**src/rtl/clock_divider_prog.sv**
```systemverilog
// rtl/clock_divider_prog.sv - runtime-programmable clock divider with tick strobe
//
// Divides clk by a divisor D that can be reloaded at runtime. A new divisor
// is held as pending and only takes effect at a period boundary (or
// immediately while stopped or restarting), so periods are never truncated.
//
// Ports:
//   clk         system clock, rising edge
//   rst         synchronous active-high reset
//   en          count enable; when low, counter and clk_out hold
//   restart     synchronous phase restart (counter and clk_out to 0)
//   div_load    one-cycle request to load div_value
//   div_value   requested divisor (input cycles per output period)
//   clk_out     divided clock: low floor(D/2) cycles, high ceil(D/2) cycles
//   tick        one-cycle pulse on the last cycle of each period
//   load_err    one-cycle pulse when a divisor below 2 is rejected
//   pending     a loaded divisor is waiting to be applied
//   div_active  divisor currently in effect
module clock_divider_prog #(
  parameter int unsigned      WIDTH       = 32,
  parameter logic [WIDTH-1:0] DEFAULT_DIV = WIDTH'(100_000_000)
) (
  input  logic             clk,
  input  logic             rst,
  input  logic             en,
  input  logic             restart,
  input  logic             div_load,
  input  logic [WIDTH-1:0] div_value,
  output logic             clk_out,
  output logic             tick,
  output logic             load_err,
  output logic             pending,
  output logic [WIDTH-1:0] div_active
);

  localparam logic [WIDTH-1:0] ONE = WIDTH'(1);
  localparam logic [WIDTH-1:0] TWO = WIDTH'(2);

  logic [WIDTH-1:0] cnt;
  logic [WIDTH-1:0] pend;

  logic             at_end;
  logic             boundary;
  logic             load_ok;
  logic             load_bad;
  logic [WIDTH-1:0] d_eff;
  logic [WIDTH-1:0] cnt_inc;

  always_comb begin
    at_end   = (cnt == div_active - ONE);
    boundary = at_end && pending;
    load_ok  = div_load && (div_value >= TWO);
    load_bad = div_load && (div_value < TWO);
    // At a boundary with a pending divisor, the next period (starting at
    // cnt=0) already runs with the new value, so outputs use it too.
    d_eff    = boundary ? pend : div_active;
    // cnt never exceeds D-1, so cnt+1 cannot wrap even for D = 2^WIDTH-1.
    cnt_inc  = at_end ? '0 : cnt + ONE;
  end

  always_ff @(posedge clk) begin
    if (rst) begin
      cnt        <= '0;
      clk_out    <= 1'b0;
      tick       <= 1'b0;
      load_err   <= 1'b0;
      pending    <= 1'b0;
      pend       <= '0;
      div_active <= DEFAULT_DIV;
    end else begin
      tick     <= 1'b0;
      load_err <= load_bad;

      if (restart || !en) begin
        // Stopped or restarting: a waiting divisor is applied right away
        // and the phase restarts from zero.
        if (pending) begin
          div_active <= pend;
          pending    <= 1'b0;
          cnt        <= '0;
          clk_out    <= 1'b0;
        end else if (restart) begin
          cnt     <= '0;
          clk_out <= 1'b0;
        end
      end else begin
        cnt     <= cnt_inc;
        clk_out <= (cnt_inc >= (d_eff >> 1));
        tick    <= (cnt_inc == d_eff - ONE);
        if (boundary) begin
          div_active <= pend;
          pending    <= 1'b0;
        end
      end

      // Capture after the apply logic so a load coinciding with an apply
      // becomes the next pending value rather than being lost.
      if (load_ok) begin
        pend    <= div_value;
        pending <= 1'b1;
      end
    end
  end

endmodule

```
**config.mk**
```make
export PLATFORM = sky130hd
export DESIGN_NAME = clock_divider_prog
export DESIGN_NICKNAME = d
export VERILOG_FILES = /design/src/rtl/clock_divider_prog.sv
export SDC_FILE = /design/constraint.sdc
export NUM_CORES = 1
export LEC_CHECK = 0
export CORE_MARGIN = 2
export CORE_UTILIZATION = 60
export CTS_CLUSTER_DIAMETER = 60
export DETAILED_ROUTE_END_ITERATION = 16
export MAX_ROUTING_LAYER = met4
export PLACE_DENSITY = 0.82
export SLEW_MARGIN = 5
export SYNTH_ARGS = -nofsm -noshare
export SYNTH_HDL_FRONTEND = slang
export SYNTH_SLANG_ARGS = --single-unit
```
**constraint.sdc**
```tcl
create_clock -name clk -period 7.95 [get_ports clk]
set_input_delay 1.59 -clock clk [delete_from_list [all_inputs] [get_ports clk]]
set_output_delay 1.59 -clock clk [all_outputs]
set_load 0.05 [all_outputs]
```
Yosys cells after proc, flatten, opt, wreduce, memory -nomap -nowiden

Cells that the tools add are included.

Flip-flop bits (word level): 100
Input port bits: 37
Output and inout bits: 36
Word-level logic and storage cells: 37

$add $sub $neg: 3
$lt $le $gt $ge: 3
Equal/unequal tests: 4
Muxes and demuxes: 13
Reductions and logical operators: 7

Operators with widths:

| cell                  | number |
|---|---|
| $mux 32               | 7 |
| $eq 32x32->1          | 2 |
| $sub 32x1->32 const B | 2 |
| $add 32x1->32 const B | 1 |
| $ge 32x2->1 const B   | 1 |
| $ge 32x31->1          | 1 |
| $lt 32x2->1 const B   | 1 |
| $mux 1                | 6 |
| $logic_and 1x1->1     | 3 |
| $ne 3x3->1 const B    | 1 |
| $reduce_bool 3->1     | 1 |
| $ne 2x2->1 const B    | 1 |
| $reduce_or 2->1       | 1 |
| $logic_not 1->1       | 1 |
| $logic_or 1x1->1      | 1 |

Logic depth before layout (Yosys ltp)

Gate-level depths: netlist (run 1).

Word-level depth: 6
Mapped depth: 30
Depth with buffers taken out: 26

Worst setup path before layout (run 1)

No wires, ideal clock.

Path kind: reg2reg
Start: register div_active[0]
End: register tick
Setup time: 103 ps
Data arrival time: 6295 ps
Required time: 7847 ps
Path slack: 1551 ps
Cell stages (with the launch flop): 27
Path buffers: 5
Period minus slack after synthesis: 6399 ps
Path through: dfxtp_1 -> buf_6 -> inv_1 -> ha_1 -> nor4b_2 -> and2_1 -> a311o_1 -> a41oi_1 -> a41oi_1 -> or4_4 -> nor3_4 -> buf_6 -> buf_4 -> buf_4 -> clkbuf_1 -> nor2_1 -> a21oi_1 -> ha_1 -> nand3_1 -> nor4_1 -> nand4_1 -> mux2i_1 -> nand2_1 -> nor4b_1 -> o22ai_1 -> or4_1 -> a2111oi_2

Word-level cells in the longest chain between the ends: 6
Elaborated cells on any way between the ends: 7
Those cells by class: add/sub (2); eq/ne (2); mux (2); reduce/logical (1)

Ends and longest elaborated chain:

| element                | line | text |
|---|---|---|
| from (decl)            | 33   | `output logic [WIDTH-1:0] div_active` |
| from (signal assigned) | 78   | `div_active <= pend;` |
| from (signal assigned) | 91   | `div_active <= pend;` |
| $sub 32x1->32          | 50   | `at_end = (cnt == div_active - ONE);` |
| $eq 32x32->1           | 50   |  |
| $logic_and 1x1->1      | 51   | `boundary = at_end && pending;` |
| $mux 32                | -    |  |
| $sub 32x1->32          | 89   | `tick <= (cnt_inc == d_eff - ONE);` |
| $eq 32x32->1 (*)       | 89   |  |
| to (signal assigned)   | 89   |  |
| to (decl)              | 30   | `output logic tick,` |

Mark *: on every way between the ends. The rest lies on a longest branch, timed or not.
A chain may end at the register's enable or synchronous reset.

Worst setup path in the final report (run 1)

Start: register div_active[7]
End: register tick

Same word-level chain as after synthesis.

==> reports/metrics.csv, run 1 <==
metric;value;unit
status;finished, final reports clean;
critical-path-top-delay-family;simple AND/OR/NAND/NOR gates;
final_cells;1341;
ys_ff_latch;100;
worstPathMaxFanout;13;
io_pins;73;
r2r_slack;1150;ps
cts_setup_buffers;0;
grt_use_total;38.2;%
place_inst;1325;
cts_buffers;9;
r2r-end;tick$_SDFF_PP0_;
vias;8961;
relSlewSlack;7.12;%
grt_pass1_wl;43400;um
synthCells;1155;
first_global_vias;7837;
synth_simple_gate_area_share;30.9;%
holdWs;497;ps
ys_warn_count;0;
p_leak;3.61;nW
period_needed;6800;ps
cpMaxStageDelayCell;nor4_1;
worstSetupPathType;reg2reg;
ys.flop_type;dfxtp_1;
cp_cell_sequence;nor4_4 > nand4_1 > or3_1 > a32o_1 > mux2_2 > or4_4 > nor3_4 > nor2_1 > a21oi_1 > ha_1 > nand3_1 > nor4_1 > nand4_1 > mux2i_1 > nand2_1 > nor4b_1 > o22ai_1 > or4_1 > a2111oi_2;
synthDistinctLibCells;85;
drt_wl_total;27900;um
fp-row-count;43;
arrival;7070;ps
hold_class;reg2reg;
place_hpwl;21200;um
gp_congestion;1.06;
maxCapViolCount;0;
slowest_delay;580;ps
drc;0;
hold_buffers;0;
drive_gt1_share;5.60;%
min_to;div_active[31]$_SDFFE_PP0P_;
finalInstanceArea;0.00958;sq mm
grt_max_degree;70;
first_pass_iters;6;
worstPathRequired;8220;ps
synth_edf_count;0;
die-area;0.0154;sq mm
antenna_left;0;
synth_fa_ha_area_share;4.92;%
synthXorXnorAreaFrac;9.23;%
ff2ff_path_depth;19;
vias_per_cell;6.68;
min_path_cells;2;
finalPower;1.25;mW
fin_worst_skew;19.4;ps
root_buffer;clkbuf_16;
synth_compound_area_share;18.0;%
ir_drop;0.170;mV
cp_common_cell;nand4_1;
core_area;0.0140;sq mm
synthToLayoutAreaGrowth;10.8;%
end_kind;flip-flop;
fp.dieH;124;um
min_from;pend[31]$_SDFFE_PP0P_;
initial_core_util;61.8;%
async_flop_share;0;%
synth_top_family_by_area;simple AND/OR/NAND/NOR gates;
hold_violations;0;
setup_viol;0;
place_area;0.00928;sq mm
worstSkewPairLatency;380;ps
post_cts_resized;0;
synth_area;0.00864;sq mm
rsz0062_at_grt;no;
clock_path_buffers;2;
tns;0;ps
setup.worst_path.start_class;flip-flop;
cts_sinks;100;
die_w;124;um
fillers;1202;
syn_avg_cell_area;7.48;sq um
cts_tree;built;
fin_nets;1227;
ys_seq_area_share;23.2;%
cts_htree_levels;3;
drt_first_iter_violations;1211;
antenna_cells;0;
cts.clk_slew.worst_paths;80;ps
slew_violations;0;
r2r-start;div_active[7]$_SDFFE_PP0P_;
post-route-period-util;85.6;%
antenna_found_initial;0;
syn_nets;1226;
overflow;0;
worst_slew_pin_slew;1380;ps
max_freq;0.147;GHz
muxShareOfSynthArea;8.30;%
power_density;131;mW/mm^2
portBuffers;72;
path_buf_inv;0;
wl_per_cell;20.8;um
-- cells by family (layout without fill, tap and decap cells) --
logic type	count (synthesis)	count (layout)
fa+ha+maj	34	34
flops	100	100
mux	71	71
buf+inv	110	116
compound gates	231	231
simple gates	518	518
xor+xnor	91	91
-- routing by layer --
metal  share of wire (%)  vias to the layer above  routed length [um]  GRT usage, %
li1                    -                     4175                   -             -
met1                  44                     4207               12100          55.1
met2                  41                      517               11500          52.6
met3                  12                       62                3420          8.88
met4                 2.9                        0                 805          11.9
met5                   0                        -                   0             -
-- worst max path at each step --
stage,from,endpoint,slack (ps),depth (start not counted)
2_1_floorplan,div_active[0]$_SDFFE_PP0P_,tick$_SDFF_PP0_,1550,26
3_3_place_gp,div_active[7]$_SDFFE_PP0P_,tick$_SDFF_PP0_,1620,19
3_5_place_dp,div_active[7]$_SDFFE_PP0P_,tick$_SDFF_PP0_,1330,19
4_1_cts,div_active[7]$_SDFFE_PP0P_,tick$_SDFF_PP0_,1310,19
5_1_grt,div_active[7]$_SDFFE_PP0P_,tick$_SDFF_PP0_,850,19
6_report,div_active[7]$_SDFFE_PP0P_,tick$_SDFF_PP0_,1150,19
-- where the power goes --
| group | internal, mW | switching, mW | leakage, nW |
|---|---|---|---|
| Clock | 0.221 | 0.236 | 0.143 |
| Sequential | 0.518 | 0.0459 | 0.816 |
| Combinational | 0.0965 | 0.133 | 2.65 |
| Total | 0.835 | 0.415 | 3.61 |
-- flip-flops by register name, indices dropped and copies added, names as in the netlist --
name	flops
clk_out	1
div_active	32
load_err	1
pending	1
pend	32
tick	1
cnt	32
-- tightest hold or removal path, delay by kind of cell (launching register included) --
kind	cells	cell delay [ps]
AOI/OAI and AO/OA	1	50
DFF	1	340
and+or+nand+nor	1	70
-- through the flow --
stage,setup WS (ps),util [%]
final,1150,68.5
after global routing,854,68.5
after global placement,1620,66.4
after detailed placement,1330,66.4
after floorplan,1550,-
after CTS,1310,68.5
-- area by class of cell --
cell class | count | area [sq um] | area share [%]
Inverter | 16 | 60.1 | 0.627
Clock inverter | 7 | 68.8 | 0.719
Timing Repair Buffer | 84 | 806 | 8.41
Multi-Input combinational cell | 945 | 6190 | 64.6
Tap cell | 180 | 225 | 2.35
Clock buffer | 9 | 225 | 2.35
Sequential cell | 100 | 2000 | 20.9
-- synth_stat cells, drive strengths merged, types with 6 or more instances --
master / number / area (sq um)
a22o: 11 / 96.3
buf: 26 / 155
o211ai: 8 / 60.1
o21ai: 58 / 290
xnor2: 53 / 464
nand4: 31 / 194
a21oi: 59 / 295
clkbuf: 68 / 256
o221ai: 6 / 52.6
a211oi: 6 / 45.0
or2: 10 / 62.6
inv: 15 / 56.3
nand2: 133 / 507
mux2i: 66 / 661
nand3b: 19 / 143
xor2: 38 / 333
ha: 34 / 425
or3: 9 / 56.3
o31ai: 10 / 75.1
nor4: 32 / 258
nand2b: 9 / 56.3
and2: 8 / 50.1
or4: 8 / 63.8
and3: 18 / 113
dfxtp: 100 / 2000
nor2: 138 / 518
a21o: 14 / 105
nand3: 35 / 175
nor3: 40 / 238
-- cells in the final DEF, fill, tap and decap left out, types with 4 or more instances in the layout --
cell type        synthesis  routed
xnor2_1                 53      53
and3_1                  18      18
nor4_1                  27      26
nor3_1                  35      35
a22o_1                  11      11
and2_1                   8       8
nor3b_1                  5       5
o21ai_1                  8       7
or2_2                    8       8
buf_4                    4      12
mux2_2                   4       4
a221oi_1                 4       4
o221ai_1                 6       6
a21o_1                  14      14
or3_1                    9       9
mux2i_1                 66      66
nor2_1                 138     137
nand2b_1                 9       9
o21ai_0                 50      49
nand3b_1                19      19
dfxtp_1                100     100
o211ai_1                 8       8
ha_1                    34      34
xor2_1                  38      38
clkbuf_16                0       9
o31ai_1                 10      10
and4_1                   5       5
clkdlybuf4s50_1          0      71
a211oi_1                 6       6
a41oi_1                  5       5
inv_1                   15      15
nand3_1                 35      35
nor2b_1                  5       5
nand4_1                 31      31
a21oi_1                 59      59
or4_1                    7       7
nand2_1                132     132
Note: power is estimated with default switching activity, not from simulation.
==> run 2: changes to the inputs <==
SLEW_MARGIN = not set   (was 5)
==> results of run 2 <==
No change in the layout: final DEF, timing and power equal those of run 1.
==> run 3: changes to the inputs <==
CORE_UTILIZATION = 66   (was 60)
DONT_BUFFER_PORTS = 1   (was not set)
==> run 3 against run 2 <==
  * First-iteration DRC count rose by 9.7%
  * Worst setup slack improved by 130 ps
  * Critical path depth did not move
  * Flip-flop and latch count did not move
  * Via count fell by 2.1%
  * Sequential power rose by 3.7%
  * Final cell count fell by 5.9%
  * Clock power fell by 2%
  * Die area fell by 8.8%
  * Critical endpoint unchanged
  * Largest cell class unchanged
  * Largest power group unchanged
==> reports/metrics.csv, run 3 (synthesis gave the netlist of run 1 again) <==
metric;value;unit;change
status;finished, final reports clean;;unchanged
antenna_cells;0;;unchanged
root_buffer;clkbuf_16;;unchanged
reg_top3;cnt: 32 flops, div_active: 32 flops, pend: 32 flops;;unchanged
cts.clk_slew.worst_paths;90;ps;was 80 ps
cts_htree_levels;3;;unchanged
rsz0062_at_grt;no;;unchanged
initial_core_util;67.9;%;was 61.8%
arrival;6950;ps;was 7070 ps
r2r-start;div_active[7]$_SDFFE_PP0P_;;unchanged
maxCapViolCount;0;;unchanged
fp-row-count;41;;was 43
core_area;0.0127;sq mm;was 0.0140 sq mm
final_common_cell;nor2_1;;unchanged
die-area;0.0140;sq mm;was 0.0154 sq mm
overflow;0;;unchanged
antenna_left;0;;unchanged
vias_per_cell;6.95;;was 6.68
drt_first_iter_violations;1328;;was 1211
tns;0;ps;unchanged
first_pass_iters;6;;unchanged
first_global_vias;7877;;was 7837
hold_buffers;0;;unchanged
relSlewSlack;17.2;%;was 7.12%
worstSetupPathType;reg2reg;;unchanged
portBuffers;0;;was 72
max_freq;0.150;GHz;was 0.147 GHz
worstPathRequired;8230;ps;was 8220 ps
mostFrequentLayoutCells;nor2_1 (137), nand2_1 (132), dfxtp_1 (100), mux2i_1 (66), a21oi_1 (59);;was nor2_1 (137), nand2_1 (132), dfxtp_1 (100), clkdlybuf4s50_1 (71), mux2i_1 (66)
drc;0;;unchanged
multi_input_area;0.00619;sq mm;unchanged
setup_viol;0;;unchanged
cts_buffers;9;;unchanged
fp.dieH;118;um;was 124 um
hold_class;reg2reg;;unchanged
clock_path_buffers;2;;unchanged
post_cts_resized;0;;unchanged
r2r-end;tick$_SDFF_PP0_;;unchanged
worstPathMaxFanout;13;;unchanged
io_pins;73;;unchanged
cts_tree;built;;unchanged
slew_violations;0;;unchanged
cts_sinks;100;;unchanged
holdWs;511;ps;was 497 ps
min_from;pend[11]$_SDFFE_PP0P_;;was pend[31]$_SDFFE_PP0P_
fillers;1154;;was 1202
antenna_found_initial;0;;unchanged
gp_congestion;1.05;;was 1.06
grt_pass1_wl;43500;um;was 43400 um
end_kind;flip-flop;;unchanged
die_w;118;um;was 124 um
drt_wl_total;27600;um;was 27900 um
fin_nets;1157;;was 1227
post-route-period-util;83.9;%;was 85.6%
setup.worst_path.start_class;flip-flop;;unchanged
min_to;div_active[11]$_SDFFE_PP0P_;;was div_active[31]$_SDFFE_PP0P_
min_path_cells;2;;unchanged
ir_drop;0.160;mV;was 0.170 mV
drive_gt1_share;5.96;%;was 5.60%
r2r_slack;1280;ps;was 1150 ps
worst_slew_pin_slew;1230;ps;was 1380 ps
hold_violations;0;;unchanged
grt_use_total;40.4;%;was 38.2%
grt_max_degree;70;;unchanged
place_hpwl;20700;um;was 21200 um
vias;8772;;was 8961
p_leak;3.33;nW;was 3.61 nW
ff2ff_path_depth;19;;unchanged
synthToLayoutAreaGrowth;2.46;%;was 10.8%
cts_setup_buffers;0;;unchanged
fin_worst_skew;27.1;ps;was 19.4 ps
seq_area;0.00200;sq mm;unchanged
period_needed;6670;ps;was 6800 ps
worstSkewPairLatency;380;ps;about the same
power_density;136;mW/mm^2;was 131 mW/mm^2
wl_per_cell;21.9;um;was 20.8 um
==> run 3: cell types whose count changed in the layout (fill, tap and decap cells not counted), sizes merged <==
cell           before  now
clkinvlp            1    2
inv                18   19
clkinv              4    1
clkdlybuf4s50      71    0
buf                13   14
==> run 3: worst max path at each step <==
| stage | start | endpoint | slack (ps) | cells past startpoint |
|---|---|---|---|---|
| 4_1_cts | div_active[7]$_SDFFE_PP0P_ | tick$_SDFF_PP0_ | 1370 | 19 |
| 2_1_floorplan | div_active[0]$_SDFFE_PP0P_ | tick$_SDFF_PP0_ | 1550 | 26 |
| 3_3_place_gp | div_active[7]$_SDFFE_PP0P_ | clk_out$_SDFFE_PP0P_ | 1540 | 23 |
| 6_report | div_active[7]$_SDFFE_PP0P_ | tick$_SDFF_PP0_ | 1280 | 19 |
| 5_1_grt | div_active[7]$_SDFFE_PP0P_ | tick$_SDFF_PP0_ | 800 | 19 |
| 3_5_place_dp | div_active[7]$_SDFFE_PP0P_ | tick$_SDFF_PP0_ | 1370 | 19 |
==> run 3: per-layer routing <==
metal,share of wire [%],track usage (%),vias to the layer above
met5,0,-,-
met4,3.0,12.9,0
met3,13,11.8,68
met2,42,56.7,553
met1,42,55.8,4104
li1,-,-,4047
==> run 3: final cells by class <==
type | count | share of cell area [%]
timing repair buffer | 14 | 1.19
sequential | 100 | 22.6
inverter | 16 | 0.678
multi-input combinational | 945 | 69.9
tap | 172 | 2.43
clock buffer | 9 | 2.54
clock inverter | 6 | 0.622
==> run 3: per-stage QoR <==
step | utilization, % | cells | total power [mW] | cell area [sq um] | setup slack [ps]
after CTS | 69.6 | 1262 | 1.20 | 8850 | 1370
final | 69.6 | 1262 | 1.20 | 8850 | 1280
after detailed placement | 67.4 | 1247 | 0.761 | 8570 | 1370
after global routing | 69.6 | 1262 | 1.24 | 8850 | 800
after global placement | 67.4 | 1247 | 0.757 | 8570 | 1540
after floorplan | - | 1155 | 0.717 | 8640 | 1550
==> run 3: power breakdown <==
part           switching, mW  total, mW  internal [mW]
Combinational          0.101      0.172         0.0716
Sequential            0.0678      0.585          0.518
Clock                  0.228      0.446          0.218
Total                  0.396       1.20          0.807
==> run 3: critical path, stage by stage (launching register included) <==
cell and delay, ps:
dfxtp_1 650, nor4_4 500, nand4_1 470, or3_1 500
a32o_1 260, mux2_2 270, or4_4 560, nor3_4 200
nor2_1 70, a21oi_1 170, ha_1 340, nand3_1 140
nor4_1 640, nand4_1 240, mux2i_1 340, nand2_1 120
nor4b_1 280, o22ai_1 110, or4_1 500, a2111oi_2 200
